$ cat src/rtl/if_fetch_pkg.sv
// Shared types, constants and helpers for the instruction-fetch controller.
package if_fetch_pkg;

  // Exception codes returned alongside each fetch response.
  typedef enum logic [1:0] {
    EXC_NONE    = 2'd0,
    EXC_ADDR    = 2'd1,
    EXC_BUS     = 2'd2,
    EXC_TIMEOUT = 2'd3
  } exc_code_e;

  // Controller states; a cache request is outstanding in both non-idle states.
  typedef enum logic [1:0] {
    ST_IDLE       = 2'd0,
    ST_CACHE_WAIT = 2'd1,
    ST_DRAIN      = 2'd2
  } fetch_state_e;

  localparam logic [31:0] DEF_UNCACHE_BASE = 32'hBFC0_0000;
  localparam logic [31:0] DEF_TEXT_LIMIT   = 32'h7FFF_FFFF;
  localparam logic [31:0] DEF_MEM_LIMIT    = 32'hFFFF_FFFF;

  // True when pc lies in [base, base + 4*depth - 1]. Evaluated in 64 bits so
  // a window ending at the top of the address space cannot wrap.
  function automatic logic uncache_hit(input logic [63:0] pc,
                                       input logic [63:0] base,
                                       input int unsigned depth);
    logic [63:0] last;
    last = base + (64'(depth) << 2) - 64'd1;
    return (pc >= base) && (pc <= last);
  endfunction

endpackage

$ cat src/rtl/if_fetch_ctrl_if.sv
// Fetch-side and cache-side handshake signals of the fetch controller.
// The controller uses the slave view; the pipeline/cache side uses master.
interface if_fetch_ctrl_if #(
  parameter int ADDR_W = 32,
  parameter int INS_W  = 32
) ();

  // Pipeline fetch request and response
  logic              fetch_valid;
  logic [ADDR_W-1:0] fetch_pc;
  logic              um;
  logic              erl;
  logic              flush;
  logic              fetch_ready;
  logic              ins_valid;
  logic [INS_W-1:0]  ins;
  logic [1:0]        exc_code;

  // L1 I-cache request/ack
  logic              cache_req;
  logic [ADDR_W-1:0] cache_addr;
  logic              cache_ack;
  logic [INS_W-1:0]  cache_data;
  logic              cache_err;

  modport slave (
    input  fetch_valid, fetch_pc, um, erl, flush,
    input  cache_ack, cache_data, cache_err,
    output fetch_ready, ins_valid, ins, exc_code,
    output cache_req, cache_addr
  );

  modport master (
    output fetch_valid, fetch_pc, um, erl, flush,
    output cache_ack, cache_data, cache_err,
    input  fetch_ready, ins_valid, ins, exc_code,
    input  cache_req, cache_addr
  );

endinterface

$ cat src/rtl/if_uncache_buf.sv
// Instruction buffer backing the uncached window: one write port, one
// registered read port. A read and write to the same index in the same cycle
// returns the previous contents. Contents are intentionally not reset.
module if_uncache_buf #(
  parameter int unsigned DEPTH = 16,
  parameter int          INS_W = 32,
  localparam int         IDX_W = $clog2(DEPTH)
) (
  input  logic             clk,
  input  logic             we_i,
  input  logic [IDX_W-1:0] waddr_i,
  input  logic [INS_W-1:0] wdata_i,
  input  logic             re_i,
  input  logic [IDX_W-1:0] raddr_i,
  output logic [INS_W-1:0] rdata_o
);

  logic [INS_W-1:0] mem_q [DEPTH];
  logic [INS_W-1:0] rdata_q;

  // Write and registered read share one process so a collision reads old data.
  always_ff @(posedge clk) begin
    if (we_i) begin
      mem_q[waddr_i] <= wdata_i;
    end
    if (re_i) begin
      rdata_q <= mem_q[raddr_i];
    end
  end

  assign rdata_o = rdata_q;

endmodule

$ cat src/rtl/if_fetch_ctrl.sv
// Instruction-fetch controller: validates fetch PCs, serves the uncached
// window from a local buffer, forwards the rest to the L1 I-cache and returns
// exactly one registered response per accepted fetch.
module if_fetch_ctrl
  import if_fetch_pkg::*;
#(
  parameter int                 ADDR_W       = 32,
  parameter int                 INS_W        = 32,
  parameter int unsigned        UBUF_DEPTH   = 16,
  parameter logic [ADDR_W-1:0]  UNCACHE_BASE = DEF_UNCACHE_BASE,
  parameter logic [ADDR_W-1:0]  TEXT_LIMIT   = DEF_TEXT_LIMIT,
  parameter logic [ADDR_W-1:0]  MEM_LIMIT    = DEF_MEM_LIMIT,
  parameter int                 TIMEOUT      = 255,
  localparam int                IDX_W        = $clog2(UBUF_DEPTH),
  localparam int                CNT_W        = (TIMEOUT > 1) ? $clog2(TIMEOUT) : 1
) (
  input  logic              clk,
  input  logic              resetn,
  if_fetch_ctrl_if.slave    bus,
  input  logic              ubuf_we_i,
  input  logic [IDX_W-1:0]  ubuf_waddr_i,
  input  logic [INS_W-1:0]  ubuf_wdata_i
);

  fetch_state_e      state_q, state_d;
  logic [CNT_W-1:0]  cnt_q;
  logic [ADDR_W-1:0] addr_q;

  logic              rsp_valid_q, rsp_valid_d;
  logic              rsp_ubuf_q,  rsp_ubuf_d;
  exc_code_e         rsp_exc_q,   rsp_exc_d;
  logic [INS_W-1:0]  rsp_ins_q,   rsp_ins_d;

  logic              fetch_ready;
  logic              cache_req;
  logic              accept;
  logic              uc_hit;
  logic              addr_err;
  logic              expire;
  logic              ubuf_re;
  logic              go_cache;
  logic [IDX_W-1:0]  ubuf_raddr;
  logic [INS_W-1:0]  ubuf_rdata;

  // A flush blocks acceptance even while the controller is idle.
  assign accept   = bus.fetch_valid && (state_q == ST_IDLE) && !bus.flush;
  assign uc_hit   = uncache_hit(64'(bus.fetch_pc), 64'(UNCACHE_BASE), UBUF_DEPTH);
  assign ubuf_re  = accept && !addr_err && uc_hit;
  assign go_cache = accept && !addr_err && !uc_hit;
  assign expire   = (cnt_q == CNT_W'(TIMEOUT - 1));
  assign ubuf_raddr = IDX_W'((bus.fetch_pc - UNCACHE_BASE) >> 2);

  // Address legality checks, highest priority first.
  always_comb begin
    addr_err = 1'b0;
    if (bus.fetch_pc[1:0] != 2'b00) begin
      addr_err = 1'b1;
    end else if (bus.um && (bus.fetch_pc > TEXT_LIMIT)) begin
      addr_err = 1'b1;
    end else if (!bus.um && (bus.fetch_pc > MEM_LIMIT)) begin
      addr_err = 1'b1;
    end else if (!bus.um && bus.erl && !uc_hit) begin
      addr_err = 1'b1;
    end
  end

  if_uncache_buf #(
    .DEPTH (UBUF_DEPTH),
    .INS_W (INS_W)
  ) u_ubuf (
    .clk     (clk),
    .we_i    (ubuf_we_i),
    .waddr_i (ubuf_waddr_i),
    .wdata_i (ubuf_wdata_i),
    .re_i    (ubuf_re),
    .raddr_i (ubuf_raddr),
    .rdata_o (ubuf_rdata)
  );

  // State register.
  always_ff @(posedge clk) begin
    if (!resetn) begin
      state_q <= ST_IDLE;
    end else begin
      state_q <= state_d;
    end
  end

  // Next state: ack beats timeout, timeout beats flush; DRAIN ignores flush.
  always_comb begin
    state_d = state_q;
    case (state_q)
      ST_IDLE: begin
        if (go_cache) state_d = ST_CACHE_WAIT;
      end
      ST_CACHE_WAIT: begin
        if (bus.cache_ack || expire) state_d = ST_IDLE;
        else if (bus.flush)          state_d = ST_DRAIN;
      end
      ST_DRAIN: begin
        if (bus.cache_ack || expire) state_d = ST_IDLE;
      end
      default: state_d = ST_IDLE;
    endcase
  end

  // Outputs and next response: the request stays up until ack or timeout.
  always_comb begin
    fetch_ready = (state_q == ST_IDLE);
    cache_req   = (state_q != ST_IDLE);
    rsp_valid_d = 1'b0;
    rsp_ubuf_d  = 1'b0;
    rsp_exc_d   = EXC_NONE;
    rsp_ins_d   = '0;
    case (state_q)
      ST_IDLE: begin
        if (accept && addr_err) begin
          rsp_valid_d = 1'b1;
          rsp_exc_d   = EXC_ADDR;
        end else if (ubuf_re) begin
          rsp_valid_d = 1'b1;
          rsp_ubuf_d  = 1'b1;
        end
      end
      ST_CACHE_WAIT: begin
        if (bus.cache_ack) begin
          rsp_valid_d = 1'b1;
          rsp_exc_d   = bus.cache_err ? EXC_BUS : EXC_NONE;
          rsp_ins_d   = bus.cache_err ? '0 : bus.cache_data;
        end else if (expire) begin
          rsp_valid_d = 1'b1;
          rsp_exc_d   = EXC_TIMEOUT;
        end
      end
      default: ;
    endcase
  end

  // Response, request address and timeout counter registers.
  always_ff @(posedge clk) begin
    if (!resetn) begin
      rsp_valid_q <= 1'b0;
      rsp_ubuf_q  <= 1'b0;
      rsp_exc_q   <= EXC_NONE;
      rsp_ins_q   <= '0;
      addr_q      <= '0;
      cnt_q       <= '0;
    end else begin
      rsp_valid_q <= rsp_valid_d;
      rsp_ubuf_q  <= rsp_ubuf_d;
      rsp_exc_q   <= rsp_exc_d;
      rsp_ins_q   <= rsp_ins_d;
      if (go_cache) begin
        addr_q <= bus.fetch_pc;
        cnt_q  <= '0;
      end else if ((state_q != ST_IDLE) && !bus.cache_ack && !expire) begin
        cnt_q <= cnt_q + 1'b1;
      end
    end
  end

  // Response fields read as zero outside the valid pulse.
  assign bus.fetch_ready = fetch_ready;
  assign bus.cache_req   = cache_req;
  assign bus.cache_addr  = cache_req ? addr_q : '0;
  assign bus.ins_valid   = rsp_valid_q;
  assign bus.ins         = !rsp_valid_q ? '0 : (rsp_ubuf_q ? ubuf_rdata : rsp_ins_q);
  assign bus.exc_code    = rsp_valid_q ? rsp_exc_q : EXC_NONE;

endmodule

$ cat src/flat_wrapper.sv
// flat-port wrapper written by rule: the top's interface ports become plain ports
module if_fetch_ctrl_flat import if_fetch_pkg::*;
#(
  parameter int                 ADDR_W       = 32,
  parameter int                 INS_W        = 32,
  parameter int unsigned        UBUF_DEPTH   = 16,
  parameter logic [ADDR_W-1:0]  UNCACHE_BASE = DEF_UNCACHE_BASE,
  parameter logic [ADDR_W-1:0]  TEXT_LIMIT   = DEF_TEXT_LIMIT,
  parameter logic [ADDR_W-1:0]  MEM_LIMIT    = DEF_MEM_LIMIT,
  parameter int                 TIMEOUT      = 255,
  localparam int                IDX_W        = $clog2(UBUF_DEPTH),
  localparam int                CNT_W        = (TIMEOUT > 1) ? $clog2(TIMEOUT) : 1
)
  (clk, resetn, ubuf_we_i, ubuf_waddr_i, ubuf_wdata_i, bus_fetch_valid, bus_fetch_pc, bus_um, bus_erl, bus_flush, bus_cache_ack, bus_cache_data, bus_cache_err, bus_fetch_ready, bus_ins_valid, bus_ins, bus_exc_code, bus_cache_req, bus_cache_addr);
  if_fetch_ctrl_if #(.ADDR_W(ADDR_W), .INS_W(INS_W)) bus_i ();
  input  logic clk;
  input  logic resetn;
  input  logic ubuf_we_i;
  input  logic [IDX_W-1:0] ubuf_waddr_i;
  input  logic [INS_W-1:0] ubuf_wdata_i;
  input wire logic [$bits(bus_i.fetch_valid)-1:0] bus_fetch_valid;
  input wire logic [$bits(bus_i.fetch_pc)-1:0] bus_fetch_pc;
  input wire logic [$bits(bus_i.um)-1:0] bus_um;
  input wire logic [$bits(bus_i.erl)-1:0] bus_erl;
  input wire logic [$bits(bus_i.flush)-1:0] bus_flush;
  input wire logic [$bits(bus_i.cache_ack)-1:0] bus_cache_ack;
  input wire logic [$bits(bus_i.cache_data)-1:0] bus_cache_data;
  input wire logic [$bits(bus_i.cache_err)-1:0] bus_cache_err;
  output wire logic [$bits(bus_i.fetch_ready)-1:0] bus_fetch_ready;
  output wire logic [$bits(bus_i.ins_valid)-1:0] bus_ins_valid;
  output wire logic [$bits(bus_i.ins)-1:0] bus_ins;
  output wire logic [$bits(bus_i.exc_code)-1:0] bus_exc_code;
  output wire logic [$bits(bus_i.cache_req)-1:0] bus_cache_req;
  output wire logic [$bits(bus_i.cache_addr)-1:0] bus_cache_addr;
  assign bus_i.fetch_valid = bus_fetch_valid;
  assign bus_i.fetch_pc = bus_fetch_pc;
  assign bus_i.um = bus_um;
  assign bus_i.erl = bus_erl;
  assign bus_i.flush = bus_flush;
  assign bus_i.cache_ack = bus_cache_ack;
  assign bus_i.cache_data = bus_cache_data;
  assign bus_i.cache_err = bus_cache_err;
  assign bus_fetch_ready = bus_i.fetch_ready;
  assign bus_ins_valid = bus_i.ins_valid;
  assign bus_ins = bus_i.ins;
  assign bus_exc_code = bus_i.exc_code;
  assign bus_cache_req = bus_i.cache_req;
  assign bus_cache_addr = bus_i.cache_addr;
  if_fetch_ctrl #(.ADDR_W(ADDR_W), .INS_W(INS_W), .UBUF_DEPTH(UBUF_DEPTH), .UNCACHE_BASE(UNCACHE_BASE), .TEXT_LIMIT(TEXT_LIMIT), .MEM_LIMIT(MEM_LIMIT), .TIMEOUT(TIMEOUT)) u_core (.clk(clk), .resetn(resetn), .bus(bus_i), .ubuf_we_i(ubuf_we_i), .ubuf_waddr_i(ubuf_waddr_i), .ubuf_wdata_i(ubuf_wdata_i));
endmodule
$ cat config.mk
export PLATFORM = sky130hd
export DESIGN_NAME = if_fetch_ctrl_flat
export DESIGN_NICKNAME = d
export VERILOG_FILES = /design/src/rtl/if_fetch_pkg.sv /design/src/rtl/if_fetch_ctrl_if.sv /design/src/rtl/if_uncache_buf.sv /design/src/rtl/if_fetch_ctrl.sv /design/src/flat_wrapper.sv
export SDC_FILE = /design/constraint.sdc
export NUM_CORES = 1
export LEC_CHECK = 0
export ABC_AREA = 1
export BUFFER_PORTS_ARGS = -buffer_cell sky130_fd_sc_hd__buf_2
export CAP_MARGIN = 25
export CELL_PAD_IN_SITES_DETAIL_PLACEMENT = 0
export CELL_PAD_IN_SITES_GLOBAL_PLACEMENT = 2
export CORE_MARGIN = 2
export CORE_UTILIZATION = 42
export CTS_BUF_LIST = sky130_fd_sc_hd__clkbuf_16
export DETAILED_ROUTE_END_ITERATION = 8
export GPL_ROUTABILITY_DRIVEN = 0
export PLACE_DENSITY_LB_ADDON = 0.25
export REMOVE_ABC_BUFFERS = 1
export SYNTH_ARGS = -nofsm -noshare
export SYNTH_HDL_FRONTEND = slang
export SYNTH_SLANG_ARGS = --single-unit
$ cat constraint.sdc
create_clock -name clk -period 3.7 [get_ports clk]
set_input_delay 0.74 -clock clk [delete_from_list [all_inputs] [get_ports clk]]
set_output_delay 0.74 -clock clk [all_outputs]
set_load 0.01 [all_outputs]
==> out/qor.csv <==
metric,value,unit
drv_cap,0,
setup.worst_path.end_class,output pin,
slew_viol_final,0,
cts_resized,0,
crit_fanout,22,
root_buffer,clkbuf_16,
grt_pass1_wl,89200,um
grt_usage,19.7,%
dp_hpwl,32000,um
fp.dieH,248,um
crit_type,reg -> out,
placed_area,26800,um^2
overflow,0,
syn_inst,1926,
finalCritPeriodShare,78.7,%
design_area,29000,um^2
ys_ff_latch,622,
final_cell_mix,"edfxtp_1, inv_1, o21ai_0",
rsz0062_at_grt,no,
setup_viol,0,
vias,15167,
htreeDepth,3,
fin_crit,2910,ps
viasPerCell,5.18,
cts.clk_slew.worst_paths,60,ps
status,finished clean,
syn_avg_cell_area,12.9,um^2
crit_required,2960,ps
die_area,61300,um^2
antenna_found_initial,3,
grt_max_degree,81,
cts_setup_buffers,0,
cts_hold_buf,0,
final_common_cell,edfxtp_1,
clockBufferDepth,3,
setup_tns,0,ps
synth_edf_count,544,
cts_tree,built,
ir_drop,0.312,mV
drive_gt1_share,16.0,%
cts_buffers,69,
dp.cells,2800,
power.leakage,10.9,nW
die_w,248,um
synthFlopType,edfxtp_1,
io_pins,178,
drt_iter0_drc,954,
yosys_warnings,0,
grt_pass1_vias,14533,
yosys.cell_types.count,30,
ys_seq_area_share,71.8,%
io_buffers,177,
fin_nets,2209,
hold_violations,0,
rrSetupSlack,1290,ps
drc,0,
clock_latency,610,ps
drt-total-wl,60700,um
skew,22.4,ps
firstDrtPassIters,5,
row_count,89,
syn-cell-area,24900,um^2
hold_class,in -> reg,
worst_slew_pin_slew,766,ps
area_growth,16.5,%
wire_per_inst,20.7,um
hold_ws,342,ps
relSlewSlack,49.0,%
cts_sinks,622,
power.density,530,nW/um^2
cp.arrival,2170,ps
synth-async-reset-ratio,0,%
clock.fmax,0.343,GHz
critPathLaunchType,flop,
drt.antenna.violating_nets,0,
start_util,42.4,%
coreArea,58800,um^2
stdcell_count,2927,
## where the power goes
group	switching, mW	internal (mW)	leakage, nW
registers	0.0376	7.77	5.54
logic	0.579	0.268	4.20
clock network	2.72	4.04	1.17
total	3.33	12.1	10.9
## state kept, by name, indices dropped and copies added (netlist names)
name and cells:
u_core.u_ubuf.mem_q 512, u_core.addr_q 32, u_core.rsp_ins_q 32, u_core.u_ubuf.rdata_o 32, u_core.cnt_q 8, u_core.rsp_exc_q 2, u_core.state_q 2, u_core.bus.ins_valid 1
u_core.rsp_ubuf_q 1
## layout make-up
| type | instances | area [um^2] |
|---|---|---|
| Fill cell | 5147 | 29700 |
| Sequential cell | 622 | 17900 |
| Multi-Input combinational cell | 956 | 5650 |
| Clock buffer | 71 | 1780 |
| Timing Repair Buffer | 219 | 1420 |
| Tap cell | 773 | 967 |
| Inverter | 230 | 866 |
| Clock inverter | 55 | 473 |
| Antenna cell | 1 | 2.50 |
## worst paths after layout
kind | startpoint | end | cells after the start
setup / recovery | u_core.rsp_ubuf_q | bus_ins[15] | 4
hold reg to reg | u_core.addr_q[3] | u_core.addr_q[3] | 2
hold / removal | bus_cache_data[17] | u_core.rsp_ins_q[17] | 3
setup reg to reg | u_core.state_q[0] | u_core.addr_q[30] | 9
## kinds of logic after synthesis
family                   count (synthesis)  synth area share, %
XOR/XNOR                                 2               0.0703
multiplexers                           128                 5.14
AO/OA/AOI/OAI                          518                 11.7
buffers and inverters                  348                 6.08
adder cells (fa/ha/maj)                  2                0.100
AND/OR/NAND/NOR                        306                 5.10
flip-flops                             622                 71.8
## synth_stat cells (all sizes together), types with 48 or more instances
| cell | number | share of area (%) |
|---|---|---|
| edfxtp | 544 | 66 |
| a21oi | 168 | 3.4 |
| o211ai | 128 | 3.9 |
| inv | 230 | 3.5 |
| nand2 | 75 | 1.2 |
| o21ai | 222 | 4.5 |
| nor2 | 171 | 2.6 |
| buf | 48 | 1.6 |
| nand3 | 49 | 0.98 |
| clkbuf | 70 | 1.1 |
| mux2i | 128 | 5.1 |
| dfxtp | 78 | 6.3 |
## critical path, stage by stage, from the launching register on
cell,delay (ps)
dfxtp_2,530
buf_4,390
o21ai_0,220
nor2_1,210
buf_2,160
## stage by stage
step	worst slack, ps	power [mW]	util, %
final	788	15.4	49.4
after global routing	677	15.9	49.4
after CTS	687	15.6	49.4
after detailed placement	1100	8.81	45.6
after global placement	1140	8.79	45.6
after floorplan	536	8.33	-
## metal layers
layer | up-vias | routed length [um] | global-route usage [%]
li1 | 7264 | - | -
met1 | 7419 | 27300 | 26.9
met2 | 381 | 28900 | 32.3
met3 | 99 | 3030 | 2.88
met4 | 4 | 1450 | 6.80
met5 | - | 32 | 0
No activity file was read; power rests on OpenSTA's default activity.
